## src/rtl/stim_trig_pkg.sv

```systemverilog
// rtl/stim_trig_pkg.sv - shared state encoding and default widths for the stimulation trigger generator
package stim_trig_pkg;

    localparam int TW_DEFAULT = 16;
    localparam int NW_DEFAULT = 8;
    localparam int MW_DEFAULT = 16;

    typedef enum logic [2:0] {
        IDLE     = 3'd0,
        DELAY    = 3'd1,
        PULSE_HI = 3'd2,
        PULSE_LO = 3'd3,
        REFRACT  = 3'd4
    } stim_state_e;

endpackage

```

## src/rtl/stim_trigger_gen_if.sv

```systemverilog
// rtl/stim_trigger_gen_if.sv - trigger, train configuration and status bundle of stim_trigger_gen
interface stim_trigger_gen_if #(
    parameter int TW = 16,
    parameter int NW = 8,
    parameter int MW = 16
);
    logic          stim_event;
    logic          enable;
    logic [TW-1:0] delay_samples;
    logic [TW-1:0] pulse_width;
    logic [TW-1:0] pulse_period;
    logic [NW-1:0] pulse_count;
    logic [TW-1:0] refractory;
    logic          stim_out;
    logic          busy;
    logic [NW-1:0] stim_index;
    logic [MW-1:0] missed_count;

    modport master (
        output stim_event, enable, delay_samples, pulse_width, pulse_period, pulse_count, refractory,
        input  stim_out, busy, stim_index, missed_count
    );

    modport slave (
        input  stim_event, enable, delay_samples, pulse_width, pulse_period, pulse_count, refractory,
        output stim_out, busy, stim_index, missed_count
    );
endinterface

```

## src/rtl/sample_tick_detect.sv

```systemverilog
// rtl/sample_tick_detect.sv - one-cycle tick on each rising edge of the sample clock, seen from dataclk
module sample_tick_detect (
    input  logic clk,
    input  logic rst,
    input  logic sample_clk_i,
    output logic tick_o
);
    logic sample_clk_dly_q;

    // Resets high so a sample clock already high at release does not look like an edge.
    always_ff @(posedge clk or posedge rst) begin
        if (rst) begin
            sample_clk_dly_q <= 1'b1;
        end else begin
            sample_clk_dly_q <= sample_clk_i;
        end
    end

    assign tick_o = sample_clk_i & ~sample_clk_dly_q;

endmodule

```

## src/rtl/stim_trigger_gen.sv

```systemverilog
// rtl/stim_trigger_gen.sv - timed TTL stimulation pulse train with refractory lockout, counted in sample ticks
// Optional saturating missed-trigger counter: STIM_TRIGGER_MISSED_COUNT_EN.
module stim_trigger_gen
    import stim_trig_pkg::*;
#(
    parameter int TW = TW_DEFAULT,
    parameter int NW = NW_DEFAULT,
    parameter int MW = MW_DEFAULT
) (
    input  logic              dataclk,
    input  logic              reset,
    input  logic              sample_clk,
    stim_trigger_gen_if.slave bus
);
    localparam logic [TW-1:0] ONE_T = TW'(1);
    localparam logic [NW-1:0] ONE_N = NW'(1);

    logic tick;

    sample_tick_detect u_tick (
        .clk          (dataclk),
        .rst          (reset),
        .sample_clk_i (sample_clk),
        .tick_o       (tick)
    );

    stim_state_e   state_q;
    logic [TW-1:0] cnt_q;
    logic [TW-1:0] width_q;
    logic [TW-1:0] low_q;
    logic [TW-1:0] refr_q;
    logic [NW-1:0] count_q;
    logic [NW-1:0] index_q;
    logic          stim_q;
    logic          busy_q;

    logic [TW-1:0] width_in;
    logic [TW-1:0] low_in;
    logic [NW-1:0] count_in;
    logic          cnt_last;

    // Zero width/count mean one; a period not longer than the pulse still leaves a one-tick gap.
    always_comb begin
        width_in = (bus.pulse_width == '0) ? ONE_T : bus.pulse_width;
        count_in = (bus.pulse_count == '0) ? ONE_N : bus.pulse_count;
        low_in   = (bus.pulse_period > width_in) ? (bus.pulse_period - width_in) : ONE_T;
        cnt_last = (cnt_q == ONE_T);
    end

`ifdef STIM_TRIGGER_MISSED_COUNT_EN
    logic [MW-1:0] missed_q;
`endif

    always_ff @(posedge dataclk or posedge reset) begin
        if (reset) begin
            state_q  <= IDLE;
            cnt_q    <= '0;
            width_q  <= ONE_T;
            low_q    <= ONE_T;
            refr_q   <= '0;
            count_q  <= ONE_N;
            index_q  <= '0;
            stim_q   <= 1'b0;
            busy_q   <= 1'b0;
`ifdef STIM_TRIGGER_MISSED_COUNT_EN
            missed_q <= '0;
`endif
        end else begin
`ifdef STIM_TRIGGER_MISSED_COUNT_EN
            if (tick && bus.enable && bus.stim_event && (state_q != IDLE) && (missed_q != '1)) begin
                missed_q <= missed_q + 1'b1;
            end
`endif
            if (!bus.enable) begin
                state_q <= IDLE;
                stim_q  <= 1'b0;
                busy_q  <= 1'b0;
            end else if (tick) begin
                // Later loads in the case override this decrement.
                if (state_q != IDLE) begin
                    cnt_q <= cnt_q - ONE_T;
                end
                case (state_q)
                    IDLE: begin
                        if (bus.stim_event) begin
                            width_q <= width_in;
                            low_q   <= low_in;
                            count_q <= count_in;
                            refr_q  <= bus.refractory;
                            busy_q  <= 1'b1;
                            if (bus.delay_samples != '0) begin
                                state_q <= DELAY;
                                cnt_q   <= bus.delay_samples;
                                index_q <= '0;
                            end else begin
                                state_q <= PULSE_HI;
                                cnt_q   <= width_in;
                                stim_q  <= 1'b1;
                                index_q <= ONE_N;
                            end
                        end
                    end
                    DELAY, PULSE_LO: begin
                        if (cnt_last) begin
                            state_q <= PULSE_HI;
                            cnt_q   <= width_q;
                            stim_q  <= 1'b1;
                            index_q <= index_q + 1'b1;
                        end
                    end
                    PULSE_HI: begin
                        if (cnt_last) begin
                            stim_q <= 1'b0;
                            if (index_q < count_q) begin
                                state_q <= PULSE_LO;
                                cnt_q   <= low_q;
                            end else if (refr_q != '0) begin
                                state_q <= REFRACT;
                                cnt_q   <= refr_q;
                            end else begin
                                state_q <= IDLE;
                                busy_q  <= 1'b0;
                            end
                        end
                    end
                    REFRACT: begin
                        if (cnt_last) begin
                            state_q <= IDLE;
                            busy_q  <= 1'b0;
                        end
                    end
                    default: begin
                        state_q <= IDLE;
                        stim_q  <= 1'b0;
                        busy_q  <= 1'b0;
                    end
                endcase
            end
        end
    end

    assign bus.stim_out   = stim_q;
    assign bus.busy       = busy_q;
    assign bus.stim_index = index_q;

`ifdef STIM_TRIGGER_MISSED_COUNT_EN
    assign bus.missed_count = missed_q;
`else
    assign bus.missed_count = {MW{1'b0}};
`endif

endmodule

```

## src/flat_wrapper.sv

```systemverilog
// flat-port wrapper written by rule: the top's interface ports become plain ports
module stim_trigger_gen_flat import stim_trig_pkg::*;
#(
    parameter int TW = TW_DEFAULT,
    parameter int NW = NW_DEFAULT,
    parameter int MW = MW_DEFAULT
)
  (dataclk, reset, sample_clk, bus_stim_event, bus_enable, bus_delay_samples, bus_pulse_width, bus_pulse_period, bus_pulse_count, bus_refractory, bus_stim_out, bus_busy, bus_stim_index, bus_missed_count);
  stim_trigger_gen_if #(.TW(TW), .NW(NW), .MW(MW)) bus_i ();
  input  logic dataclk;
  input  logic reset;
  input  logic sample_clk;
  input wire logic [$bits(bus_i.stim_event)-1:0] bus_stim_event;
  input wire logic [$bits(bus_i.enable)-1:0] bus_enable;
  input wire logic [$bits(bus_i.delay_samples)-1:0] bus_delay_samples;
  input wire logic [$bits(bus_i.pulse_width)-1:0] bus_pulse_width;
  input wire logic [$bits(bus_i.pulse_period)-1:0] bus_pulse_period;
  input wire logic [$bits(bus_i.pulse_count)-1:0] bus_pulse_count;
  input wire logic [$bits(bus_i.refractory)-1:0] bus_refractory;
  output wire logic [$bits(bus_i.stim_out)-1:0] bus_stim_out;
  output wire logic [$bits(bus_i.busy)-1:0] bus_busy;
  output wire logic [$bits(bus_i.stim_index)-1:0] bus_stim_index;
  output wire logic [$bits(bus_i.missed_count)-1:0] bus_missed_count;
  assign bus_i.stim_event = bus_stim_event;
  assign bus_i.enable = bus_enable;
  assign bus_i.delay_samples = bus_delay_samples;
  assign bus_i.pulse_width = bus_pulse_width;
  assign bus_i.pulse_period = bus_pulse_period;
  assign bus_i.pulse_count = bus_pulse_count;
  assign bus_i.refractory = bus_refractory;
  assign bus_stim_out = bus_i.stim_out;
  assign bus_busy = bus_i.busy;
  assign bus_stim_index = bus_i.stim_index;
  assign bus_missed_count = bus_i.missed_count;
  stim_trigger_gen #(.TW(TW), .NW(NW), .MW(MW)) u_core (.dataclk(dataclk), .reset(reset), .sample_clk(sample_clk), .bus(bus_i));
endmodule
```

## config.mk

```make
export PLATFORM = sky130hd
export DESIGN_NAME = stim_trigger_gen_flat
export DESIGN_NICKNAME = d
export VERILOG_FILES = /design/src/rtl/stim_trig_pkg.sv /design/src/rtl/stim_trigger_gen_if.sv /design/src/rtl/sample_tick_detect.sv /design/src/rtl/stim_trigger_gen.sv /design/src/flat_wrapper.sv
export SDC_FILE = /design/constraint.sdc
export NUM_CORES = 1
export LEC_CHECK = 0
export CAP_MARGIN = 20
export CORE_ASPECT_RATIO = 1.2
export CORE_UTILIZATION = 40
export DETAILED_ROUTE_END_ITERATION = 8
export DONT_BUFFER_PORTS = 1
export PLACE_DENSITY_LB_ADDON = 0.05
export SLEW_MARGIN = 10
export SYNTH_ARGS = -nofsm -noshare
export SYNTH_HDL_FRONTEND = slang
export SYNTH_SLANG_ARGS = --single-unit
```

## constraint.sdc

```tcl
create_clock -name dataclk -period 4.22 [get_ports dataclk]
set_clock_uncertainty 0.2 [all_clocks]
set_input_delay 0.844 -clock dataclk [delete_from_list [all_inputs] [get_ports dataclk]]
set_output_delay 0.844 -clock dataclk [all_outputs]
set_load 0.02 [all_outputs]
```

==> key figures, run 1 <==
STA
  • Final period util: 90.46%
  • Final setup fails: 0
  • Fin. Hold Viols: 0
  • Setup_tns: 0 ps
  • Worst hold slack: 282.2 ps
  • Slew Viols, Final: 0
  • Min Tclk post-route: 3817 ps
  • Relative slew slack: 47.36%
  • RSZ-0062 raised after global routing: no
  • Tightest Pin Transition: 789.5 ps
  • Fmax: 262.0 MHz

Clock network
  • Number of clock sinks: 86
  • CTS tree: built
  • Hold buffers post-CTS: 0
  • Clk buf depth: 2
  • H-tree Lvls: 3
  • Post-CTS resize count: 0
  • Post-CTS Setup Inserts: 0
  • Clk slew on worst S/H paths: 60 ps
  • Num CTS Buffers: 9
  • Clock Latency Late Sink: 350 ps
  • Clk root buf: clkbuf_16

Placement
  • Port bufs: 0
  • GP Congestion: 0.9331
  • Dpl hpwl: 14.84 mm

Layout
  • Layout cells sized above 1: 8.654%
  • Ant. Diodes: 0
  • Layout area overhead: 7.997%
  • Final-stage net count: 829

Floorplan
  • Core Box Area: 14,470 µm²
  • Cell row count: 48
  • Die height: 135.9 µm
  • Initial core utilization: 41.29%
  • I/O pins: 103
  • Die area: 15,440 µm²
  • Die boundary width: 113.6 µm

Logic synthesis
  • Netlist cell types: 71
  • Count leader, synth: nand2_1
  • Post-Syn Area per Cell: 8.143 µm²
  • Synth Instances: 734
  • Synth Flop Type: dfrtp_1
  • Flops & latches, synth: 86
  • Synth cell count leaders: 119 x nand2_1, 82 x dfrtp_1, 62 x nor2_1, 57 x o21ai_0, 52 x a21oi_1
  • Yosys Warn Count: 0
  • Top cells by area, synth: dfrtp_1 34%, nand2_1 7.5%, ha_1 5.9%
  • Mapped Area: 5977 µm²
  • Post-synth top area cell: dfrtp_1
  • Synth async-reset ratio: 100.0%
  • Yosys top cell area share: 34.33%
  • Seq/Total Area, Yosys: 36.09%
  • EDFF count, synth: 0

Detailed routing
  • Via Count: 5,357
  • Final WL: 18.63 mm
  • Highest routed layer: met4
  • DR WL/cell: 20.07 µm
  • Wire length on met1: 8.287 mm
  • Met2 WL post-DR: 8.881 mm
  • DR vias/cell: 5.773
  • Met3 routed WL: 791 µm
  • Detail Route Antenna Nets: 0
  • DRT iter0 DRCs: 377
  • Residual DRC count: 0
  • Drt pass-1 iters: 5

Power
  • Clock share of power: 33.1%
  • P_leak: 2.820 nW
  • P_sw: 0.8679 mW
  • Tot Pwr: 2.641 mW
  • Combinational share of power: 22.4%
  • Register share of total power: 44.5%
  • Sw Ratio: 32.86%
  • Pwr dens: 409.1 nW/µm²
  • Peak supply drop: 0.0002027 V
  • Power Internal: 1.773 mW

Worst setup path
  • CP endpoint kind: flop
  • Crit path cell chain: nor4_1 > buf_4 > a41oi_1 > inv_1 > ha_1 > inv_1 > fa_1 > nand3_1 > a21boi_1 > o21a_1 > o41ai_2 > nor2_1 > a211oi_2 > o21ai_2 > a22o_1
  • Crit-path max FO: 15
  • Largest stage delay, worst path: 400 ps
  • Crit path max-delay cell type: fa_1
  • Critical Path RT: 4250 ps
  • CP Launch Type: input pin
  • Arrival @ worst endpoint: 3850 ps
  • Most Frequent Cell on Critical Path: inv_1
  • WS Path Type: in -> reg

Global routing
  • Initial antenna violation count: 0
  • Gr ovfl total: 0
  • First-pass GRT wire length: 29.49 mm
  • Largest net degree at the start of global routing: 66
  • Tot GR Track Use: 25.22%
  • Vias in the first global route: 5,193

Job
  • Number of max-cap violations: 0

Min path
  • Hold Path Class: reg -> reg

Outcome
  • Outcome: completed
## per-layer routing
metal,global-route usage [%],vias up
li1,-,2571
met1,33.40,2580
met2,40.75,176
met3,3.388,30
met4,11.70,0
met5,0,-
## worst max-delay path: cells and delay by family
kind,cells,cell delay [ps]
compound gates,7,1490
fa+ha+maj,2,540
buf+inv,3,380
simple gates,3,590
## per-stage QoR
step	std cells	worst slack, ps	utilization (%)	cell area, µm²
2_1_floorplan	749	469.9	-	6033
3_3_place_gp	912	91.97	42.35	6130
3_5_place_dp	912	50.69	42.35	6130
4_1_cts	928	384.4	44.60	6455
5_1_grt	928	90.22	44.60	6455
6_report	928	402.7	44.60	6455
## registers in the layout (all words and copies together) (netlist names)
signal / count
u_core.low_q: 16
u_core.bus.stim_index: 8
u_core.bus.stim_out: 1
u_core.u_tick.sample_clk_dly_q: 1
u_core.bus.busy: 1
u_core.count_q: 8
u_core.state_q: 3
u_core.refr_q: 16
u_core.cnt_q: 16
u_core.width_q: 16
## power groups by stage
stage	Clock [mW]	Combinational, mW	Sequential (mW)
floorplan	0	0.490	1.10
global route	0.924	0.670	1.19
global placement	0	0.579	1.18
detailed placement	0	0.590	1.19
finish	0.874	0.593	1.17
CTS	0.889	0.592	1.17
## worst paths after layout
check                      depth (start not counted)                  end          startpoint  slack, ps
max                                               15      u_core.low_q[3]  bus_pulse_width[9]        400
min                                                2    u_core.width_q[7]   u_core.width_q[7]        280
max reg2reg                                        7      u_core.cnt_q[9]     u_core.cnt_q[4]       1030
min reg2reg                                        2    u_core.width_q[7]   u_core.width_q[7]        280
max in group asynchronous                          2    u_core.width_q[0]               reset       2630
min in group asynchronous                          1  u_core.bus.stim_out               reset        300
## final cells by class
class / count / area, µm²
multi-input cells: 576 / 3466
inverters: 32 / 121.4
well taps: 200 / 250.2
repair buffers: 18 / 135.1
fillers: 1455 / 8019
flip-flops and latches: 86 / 2157
clock buffers: 11 / 242.7
clock inverters: 5 / 82.58
## kinds of logic after synthesis
| family | Yosys count | share of synthesized area (%) |
|---|---|---|
| other | 1 | 0.06274 |
| flip-flops | 86 | 36.09 |
| AO/OA/AOI/OAI | 232 | 25.73 |
| adder cells (fa/ha/maj) | 29 | 6.196 |
| buffers and inverters | 87 | 6.950 |
| multiplexers | 4 | 0.6699 |
| XOR/XNOR | 23 | 3.370 |
| AND/OR/NAND/NOR | 272 | 20.93 |
## cell usage in the layout (no fill, tap or decap), types with 5 or more instances in the layout
| cell | count |
|---|---|
| ha_1 | 28 |
| a211oi_1 | 6 |
| nor3_1 | 16 |
| buf_4 | 18 |
| dfrtp_1 | 82 |
| xor2_1 | 6 |
| inv_1 | 31 |
| o21ai_0 | 57 |
| nand4_1 | 8 |
| a21oi_1 | 52 |
| nand2b_1 | 6 |
| a31oi_1 | 6 |
| nor2_2 | 6 |
| nor2_1 | 61 |
| nor2b_1 | 5 |
| and2_1 | 5 |
| nand2_1 | 118 |
| nand3_1 | 10 |
| nor4_1 | 14 |
| or3_1 | 5 |
| xnor2_1 | 17 |
| a22o_1 | 17 |
| o21ai_1 | 26 |
| a221oi_1 | 5 |
| conb_1 | 16 |
| clkbuf_16 | 9 |
| a21o_1 | 7 |
(Power assumes the default switching activity.)
==> run 2, diff against run 1 <==
- clock period: 4.22 -> 3.4 ns (I/O delays scaled with it)
==> run 2 against run 1 <==
Die area stayed put. Count of clock-buffer cells in the layout is 1 lower. Critical path type unchanged. Flip-flop and latch count stayed put. Worst setup slack worse by 300 ps. Final cell count is 2.6% higher. First-iteration DRC count is 10% higher. Global-route usage is 2.0 points higher. Via count is 2.9% higher. Sequential share of layout area is 1.4 points lower. Hold slack worse by 190 ps. Register-to-register slack worse by 740 ps.
==> key figures, run 2 (synthesis gave the netlist of run 1 again) <==
STA
  • Fin. Hold Viols: 0
  • Relative slew slack: 50.14%
  • RSZ-0062 raised after global routing: yes
  • Tightest Pin Transition: 747.9 ps
  • Final period util: 96.85%
  • Setup_tns: 0 ps
  • Final setup fails: 0
  • Fmax: 303.7 MHz
  • Min Tclk post-route: 3293 ps
  • Worst hold slack: 96.66 ps
  • Slew Viols, Final: 0

Clock network
  • Hold buffers post-CTS: 0
  • H-tree Lvls: 3
  • Clk root buf: clkbuf_16
  • Num CTS Buffers: 9
  • Clock Latency Late Sink: 360 ps
  • Clk slew on worst S/H paths: 70 ps
  • Clk buf depth: 2
  • Number of clock sinks: 86
  • CTS tree: built

Global routing
  • Vias in the first global route: 5,374
  • Largest net degree at the start of global routing: 66
  • Initial antenna violation count: 0
  • Tot GR Track Use: 27.19%
  • Gr ovfl total: 0
  • First-pass GRT wire length: 31.10 mm

Detailed routing
  • DR WL/cell: 21.10 µm
  • DR vias/cell: 5.790
  • Detail Route Antenna Nets: 0
  • Residual DRC count: 0
  • DRT iter0 DRCs: 416
  • Via Count: 5,512
  • Drt pass-1 iters: 5
  • Final WL: 20.09 mm

Worst setup path
  • R2r setup slk: 290 ps
  • Arrival @ worst endpoint: 3330 ps
  • CP Launch Type: input pin
  • Critical R2R Launch: u_core.bus.stim_index[7]
  • R2R Path End: u_core.cnt_q[11]
  • Crit-path max FO: 7
  • Critical Path RT: 3440 ps
  • WS Path Type: in -> reg
  • CP endpoint kind: flop
  • Worst reg2reg path depth: 8

Layout
  • Layout area overhead: 12.56%
  • Most frequent cells in the layout: 118 x nand2_1, 82 x dfrtp_1, 61 x nor2_1
  • Sequential cell area: 2157 µm²
  • Layout cells sized above 1: 12.90%
  • Final-stage net count: 853
  • Ant. Diodes: 0
  • Commonest non-fill, non-tap cell in the layout: nand2_1
  • Fill count: 1,464
  • Multi-input gate area: 3560 µm²

Power
  • Power Internal: 2.173 mW
  • Tot Pwr: 3.307 mW
  • Clock share of power: 32.0%
  • P_sw: 1.134 mW
  • Sw Ratio: 34.30%
  • Combinational share of power: 24.6%
  • Pwr dens: 491.5 nW/µm²
  • P_leak: 2.943 nW
  • Peak supply drop: 0.0002602 V
  • Register share of total power: 43.4%

Placement
  • GP Congestion: 0.9562
  • Port bufs: 0
  • Dpl hpwl: 15.76 mm

Floorplan
  • Core Box Area: 14,470 µm²
  • Cell row count: 48
  • Die height: 135.9 µm
  • Initial core utilization: 41.29%
  • Die area: 15,440 µm²
  • Die boundary width: 113.6 µm
  • I/O pins: 103

Min path
  • Hold Path Class: in -> async

Job
  • Number of max-cap violations: 0

Outcome
  • Outcome: completed
run 2: cell types whose count changed in the layout (fill, tap and decap cells not counted), moves of 2 or more:
cell,before,now
buf_4,18,40
nor4_1,14,11
inv_1,31,29
inv_2,0,2
nor4_2,1,3
run 2: how the worst max path moves through the flow:
stage / from / end / cells past startpoint
floorplan: bus_pulse_width[9] / u_core.low_q[10] / 15
global placement: bus_pulse_width[9] / u_core.low_q[4] / 15
detailed placement: bus_pulse_width[9] / u_core.low_q[2] / 15
CTS: bus_pulse_width[9] / u_core.low_q[14] / 16
global route: bus_pulse_width[9] / u_core.low_q[12] / 16
finish: bus_pulse_width[9] / u_core.low_q[12] / 16
run 2: timing repair:
| action | 4_1_cts | 5_1_grt |
|---|---|---|
| pin swaps | 2 | 3 |
| hold endpoints to repair | 0 | 0 |
| setup buffers | 0 | 2 |
| gates resized for setup | 2 | 7 |
| cloned | 0 | 1 |
| setup endpoints to repair | 14 | 16 |
run 2: layout make-up:
cell class	instances	area share [%]
Timing Repair Buffer	41	4.761
Multi-Input combinational cell	577	52.91
Inverter	32	1.804
Clock inverter	6	1.190
Tap cell	200	3.720
Sequential cell	86	32.06
Clock buffer	10	3.552
run 2: critical path: stages:
cell	delay, ps
nor4_4	270
buf_4	180
a41oi_4	130
inv_2	110
ha_4	130
inv_2	40
fa_2	360
nand3_2	70
a21boi_1	60
o21a_1	210
o41ai_4	300
nor2_1	100
a211oi_2	160
buf_4	170
o21ai_2	130
a22o_1	240
run 2: metal layers:
metal	part of all wire, %	vias up	global-route usage (%)
met3	5.0	33	3.522
met4	3.4	0	11.99
li1	-	2616	-
met5	0	-	0
met2	48	207	44.41
met1	43	2656	35.97
run 2: power by group through the flow:
| stage | Sequential, mW | Clock (mW) | Combinational, mW |
|---|---|---|---|
| 2_1_floorplan | 1.37 | 0 | 0.613 |
| 3_3_place_gp | 1.45 | 0 | 0.792 |
| 3_5_place_dp | 1.45 | 0 | 0.800 |
| 6_report | 1.43 | 1.06 | 0.814 |
| 5_1_grt | 1.46 | 1.12 | 0.917 |
| 4_1_cts | 1.43 | 1.09 | 0.806 |
run 2: metrics by stage:
step                utilization [%]  std cells  instance area (µm²)  worst slack [ps]
finish                        46.48        952                 6728             107.1
global route                  46.48        952                 6728            -17.60
CTS                           46.06        949                 6666             28.19
detailed placement            43.74        933                 6331            -430.5
global placement              43.74        933                 6331            -388.9
floorplan                         -        749                 6071            -43.02
==> run 3, diff against run 2 <==
- CAP_MARGIN: 20 -> 10
==> results of run 3 <==
The final DEF is identical to that of run 2; final timing and power are the same.
